$ cat config.mk
export PLATFORM = sky130hd
export DESIGN_NAME = tff_toggle_monitor
export DESIGN_NICKNAME = d
export VERILOG_FILES = /design/src/rtl/tff_toggle_monitor.sv
export SDC_FILE = /design/constraint.sdc
export NUM_CORES = 1
export LEC_CHECK = 0
export BUFFER_PORTS_ARGS = -buffer_cell sky130_fd_sc_hd__buf_4
export CAP_MARGIN = 10
export CORE_ASPECT_RATIO = 1.2
export CORE_UTILIZATION = 40
export DETAILED_ROUTE_END_ITERATION = 10
export SYNTH_ARGS = -nofsm -noshare
export SYNTH_HDL_FRONTEND = slang
export SYNTH_SLANG_ARGS = --single-unit
$ cat constraint.sdc
create_clock -name clk -period 2 [get_ports clk]
set_input_delay 0.2 -clock clk [delete_from_list [all_inputs] [get_ports clk]]
set_output_delay 0.2 -clock clk [all_outputs]
set_load 0.005 [all_outputs]
$ cat src/rtl/tff_toggle_monitor.sv
// Toggle activity monitor for the TFF output Q.
// Counts rising/falling edges of q_in over a programmable window.
module tff_toggle_monitor #(
  parameter int CNT_W = 8,
  parameter int WIN_W = 8
) (
  input  logic             clk,
  input  logic             reset,
  input  logic             q_in,
  input  logic             start,
  input  logic [WIN_W-1:0] window_len,
  output logic             busy,
  output logic [CNT_W-1:0] rise_cnt,
  output logic [CNT_W-1:0] fall_cnt,
  output logic             saturated,
  output logic             result_valid,
  input  logic             result_ready
);

  typedef enum logic [1:0] {
    IDLE,
    MEASURE,
    REPORT
  } state_e;

  localparam logic [CNT_W-1:0] CNT_MAX = '1;

  state_e           state_q, state_d;
  logic             q_dly_q;
  logic [WIN_W-1:0] win_q, win_d;
  logic [CNT_W-1:0] rise_q, rise_d;
  logic [CNT_W-1:0] fall_q, fall_d;
  logic             sat_q, sat_d;
  logic             busy_q, busy_d;
  logic             valid_q, valid_d;
  logic             rise, fall;

  assign rise = q_in & ~q_dly_q;
  assign fall = ~q_in & q_dly_q;

  always_comb begin
    state_d = state_q;
    win_d   = win_q;
    rise_d  = rise_q;
    fall_d  = fall_q;
    sat_d   = sat_q;
    valid_d = valid_q;
    unique case (state_q)
      IDLE: begin
        if (start && (window_len != '0)) begin
          state_d = MEASURE;
          win_d   = window_len;
          rise_d  = '0;
          fall_d  = '0;
          sat_d   = 1'b0;
        end
      end
      MEASURE: begin
        // Counters stick at max; the lost edge is flagged instead.
        if (rise) begin
          if (rise_q == CNT_MAX) sat_d = 1'b1;
          else rise_d = rise_q + CNT_W'(1);
        end
        if (fall) begin
          if (fall_q == CNT_MAX) sat_d = 1'b1;
          else fall_d = fall_q + CNT_W'(1);
        end
        win_d = win_q - WIN_W'(1);
        if (win_q == WIN_W'(1)) begin
          state_d = REPORT;
          valid_d = 1'b1;
        end
      end
      REPORT: begin
        if (result_ready) begin
          state_d = IDLE;
          valid_d = 1'b0;
        end
      end
      default: begin
        state_d = IDLE;
        valid_d = 1'b0;
      end
    endcase
    busy_d = (state_d != IDLE);
  end

  always_ff @(posedge clk or posedge reset) begin
    if (reset) begin
      state_q <= IDLE;
      q_dly_q <= 1'b0;
      win_q   <= '0;
      rise_q  <= '0;
      fall_q  <= '0;
      sat_q   <= 1'b0;
      busy_q  <= 1'b0;
      valid_q <= 1'b0;
    end else begin
      state_q <= state_d;
      q_dly_q <= q_in;
      win_q   <= win_d;
      rise_q  <= rise_d;
      fall_q  <= fall_d;
      sat_q   <= sat_d;
      busy_q  <= busy_d;
      valid_q <= valid_d;
    end
  end

  assign busy         = busy_q;
  assign rise_cnt     = rise_q;
  assign fall_cnt     = fall_q;
  assign saturated    = sat_q;
  assign result_valid = valid_q;

endmodule
==> results_dict.tcl <==
set metrics [dict create \
    outcome "finished, violations left" \
    violations "negative hold slack" \
    antenna_cells 0 \
    dr.pass1.iters 4 \
    syn-num-nets 186 \
    final_common_cell "buf_4" \
    fmax_ghz 0.547 \
    final_util_pct 54.6 \
    place_ws_ns 0.181 \
    nets 227 \
    gr-total-overflow 0 \
    postCtsSetupBuffers 0 \
    syn_area_sq_mm 0.00158 \
    grt_pass1_wl_um 6170 \
    end_kind "register" \
    cp-start-kind "register" \
    required_ns 2.16 \
    drt_iter0_markers 44 \
    clock_skew_ns 0.00652 \
    core_area_sq_mm 0.00369 \
    clk_latency_ns 0.28 \
    seqPwrFrac_pct 42.3 \
    whs_ns -0.00768 \
    area_delta_synth_final_pct 28.1 \
    syn_area_per_cell_sq_um 9.32 \
    gp_congestion 0.864 \
    tightestPinTransition_ns 0.422 \
    clkSinkCount 30 \
    ctsHoldBuffers 0 \
    io_buffers 31 \
    yosysUniqueCellTypes 38 \
    worst_path_max_delay_cell "or4_4" \
    timing.max_slew.rel_slack_pct 71.7 \
    async_reset_ff_share_pct 100 \
    clk_pin_slew_ns 0.06 \
    setup_viol 0 \
    grt_pass1_vias 1408 \
    drive_gt1_share_pct 24.2 \
    min_period_over_period_pct 91.5 \
    worstHoldPathType "in2async" \
    die_h_um 70.7 \
    cellLeakagePower_nw 0.881 \
    cp_top_family "simple AND/OR/NAND/NOR gates" \
    vdd.ir_drop.worst_v 0.000647 \
    antenna_found_initial 0 \
    grt_setup_unrepaired "false" \
    switchingPower_mw 0.872 \
    synth_top_area_share_pct 47.7 \
    hold_viol 15 \
    internal-power_mw 1.56 \
    path_class "reg2reg" \
    ys_ff_latch 30 \
    mostFrequentLayoutCells "38 x buf_4, 30 x dfrtp_1, 17 x nand3_1" \
    critical_path.max_stage_delay_ns 0.56 \
    swShare_pct 35.9 \
    worstPathArrival_ns 1.99 \
    yosys_warnings 0 \
    synth.area.top_cells "dfrtp_1 48%, nand3_1 5.4%, o21ai_0 5.1%" \
    synth_edf_count 0 \
    grt_max_degree 31 \
    maxCapViolCount 0 \
    cts_buffers 5 \
    gr-usage-all-layers_pct 19.6 \
    tritoncts "done" \
    die_x_um 59.3 \
    p_per_area_mw_per_mm2 1200 \
    row_count 24 \
    p_comb_share_pct 34.2 \
    ant_nets 0 \
    via_count 1506 \
    path_buf_inv 0 \
    cts_buffer_depth 2 \
    fin_setup_tns_ns 0 \
    clockPowerShare_pct 23.5 \
    htreeDepth 2 \
    cp_max_fo 6 \
    drt_wl_total_um 3690 \
    initial_core_util_pct 42.6 \
    num_io_pins 32 \
    ys_seq_area_share_pct 47.7 \
    postSynthCellCount 169 \
    n_fill_cell 359 \
    drcViolationCount 0 \
    vias_per_cell 5.73 \
    synth_area_leader_cell "dfrtp_1" \
    fin_crit_ns 1.83 \
    post_cts_resized 0 \
    root_buffer "clkbuf_8" \
    dp_hpwl_um 2680 \
    slew_viol_final 0 \
    wl_per_cell_um 14.0 \
    die_area_sq_mm 0.00419 \
    ys.flop_type "dfrtp_1" \
    crit_chain "or4_4, or4b_1, nand3_1, o211ai_1" \
    setup_slack_ns 0.171 \
    total_power_mw 2.43 \
]
==> cell families (layout without fill, tap and decap cells) <==
logic type               Yosys count  after routing  share of synthesized area, %
AO/OA/AOI/OAI                     45             45                          17.1
XOR/XNOR                           3              3                          1.67
adder cells (fa/ha/maj)            4              4                          3.18
buffers and inverters             12             54                          3.02
flip-flops                        30             30                          47.7
AND/OR/NAND/NOR                   75             75                          27.4
==> tightest hold or removal path: stages <==
cell   delay, ns
buf_4       0.11
inv_1       0.04
buf_4       0.34
==> stage by stage <==
stage / cell area, sq um / std cells
after floorplan: 1580 / 169
after global placement: 1910 / 255
after detailed placement: 1910 / 255
after CTS: 2020 / 263
after global routing: 2020 / 263
final: 2020 / 263
==> power by group through the flow <==
stage               registers, mW  clock network, mW  logic [mW]
floorplan                   0.972                  0       0.502
global placement             1.02                  0       0.808
detailed placement           1.03                  0       0.830
CTS                          1.02              0.587       0.832
global route                 1.06              0.605       0.937
finish                       1.03              0.570       0.830
==> cells in the mapped netlist, types with 2 or more instances <==
| library cell | count |
|---|---|
| or3_1 | 5 |
| nand2_1 | 12 |
| buf_2 | 2 |
| xor2_1 | 3 |
| and4bb_2 | 2 |
| nand4_1 | 4 |
| nor2b_1 | 2 |
| ha_1 | 4 |
| nor2_1 | 11 |
| a211oi_1 | 2 |
| or4_4 | 3 |
| nor3_1 | 4 |
| dfrtp_1 | 30 |
| a21oi_1 | 8 |
| and4_1 | 2 |
| clkbuf_1 | 2 |
| o21ai_1 | 5 |
| o21ai_0 | 16 |
| nand2b_1 | 2 |
| o2111ai_1 | 2 |
| a221oi_1 | 2 |
| nand3_1 | 17 |
| inv_1 | 8 |
| and2_1 | 2 |
| o211ai_1 | 5 |
| nor3b_1 | 2 |
==> path summary, 6_finish.rpt <==
check                      startpoint          end  slack [ns]  cells after the start
setup / recovery             win_q[3]     win_q[7]        0.17                      4
hold / removal                  reset  fall_cnt[2]      -0.008                      3
setup reg to reg             win_q[3]     win_q[7]        0.17                      4
hold reg to reg             saturated    saturated        0.50                      2
max in group asynchronous       reset     win_q[5]        1.73                      3
min in group clk                 q_in      q_dly_q        0.06                      1
==> routing by layer <==
metal | up-vias | track usage (%) | wire, um
li1 | 718 | - | -
met1 | 746 | 23.7 | 1670
met2 | 36 | 32.0 | 1830
met3 | 6 | 4.20 | 121
met4 | 0 | 10.6 | 62
met5 | - | 0 | 0
==> area by class of cell <==
cell class	count	area (sq um)	area share, %
clock buffer	8	110	5.46
tap	52	65.1	3.22
timing repair buffer	38	285	14.1
inverter	8	30.0	1.49
sequential	30	751	37.2
multi-input combinational	127	777	38.5
==> state kept, by name (all words and copies together), names as in the netlist <==
signal / cells
busy: 1
fall_cnt: 8
q_dly_q: 1
result_valid: 1
rise_cnt: 8
saturated: 1
state_q: 2
win_q: 8
No activity file was read; power rests on OpenSTA's default activity.
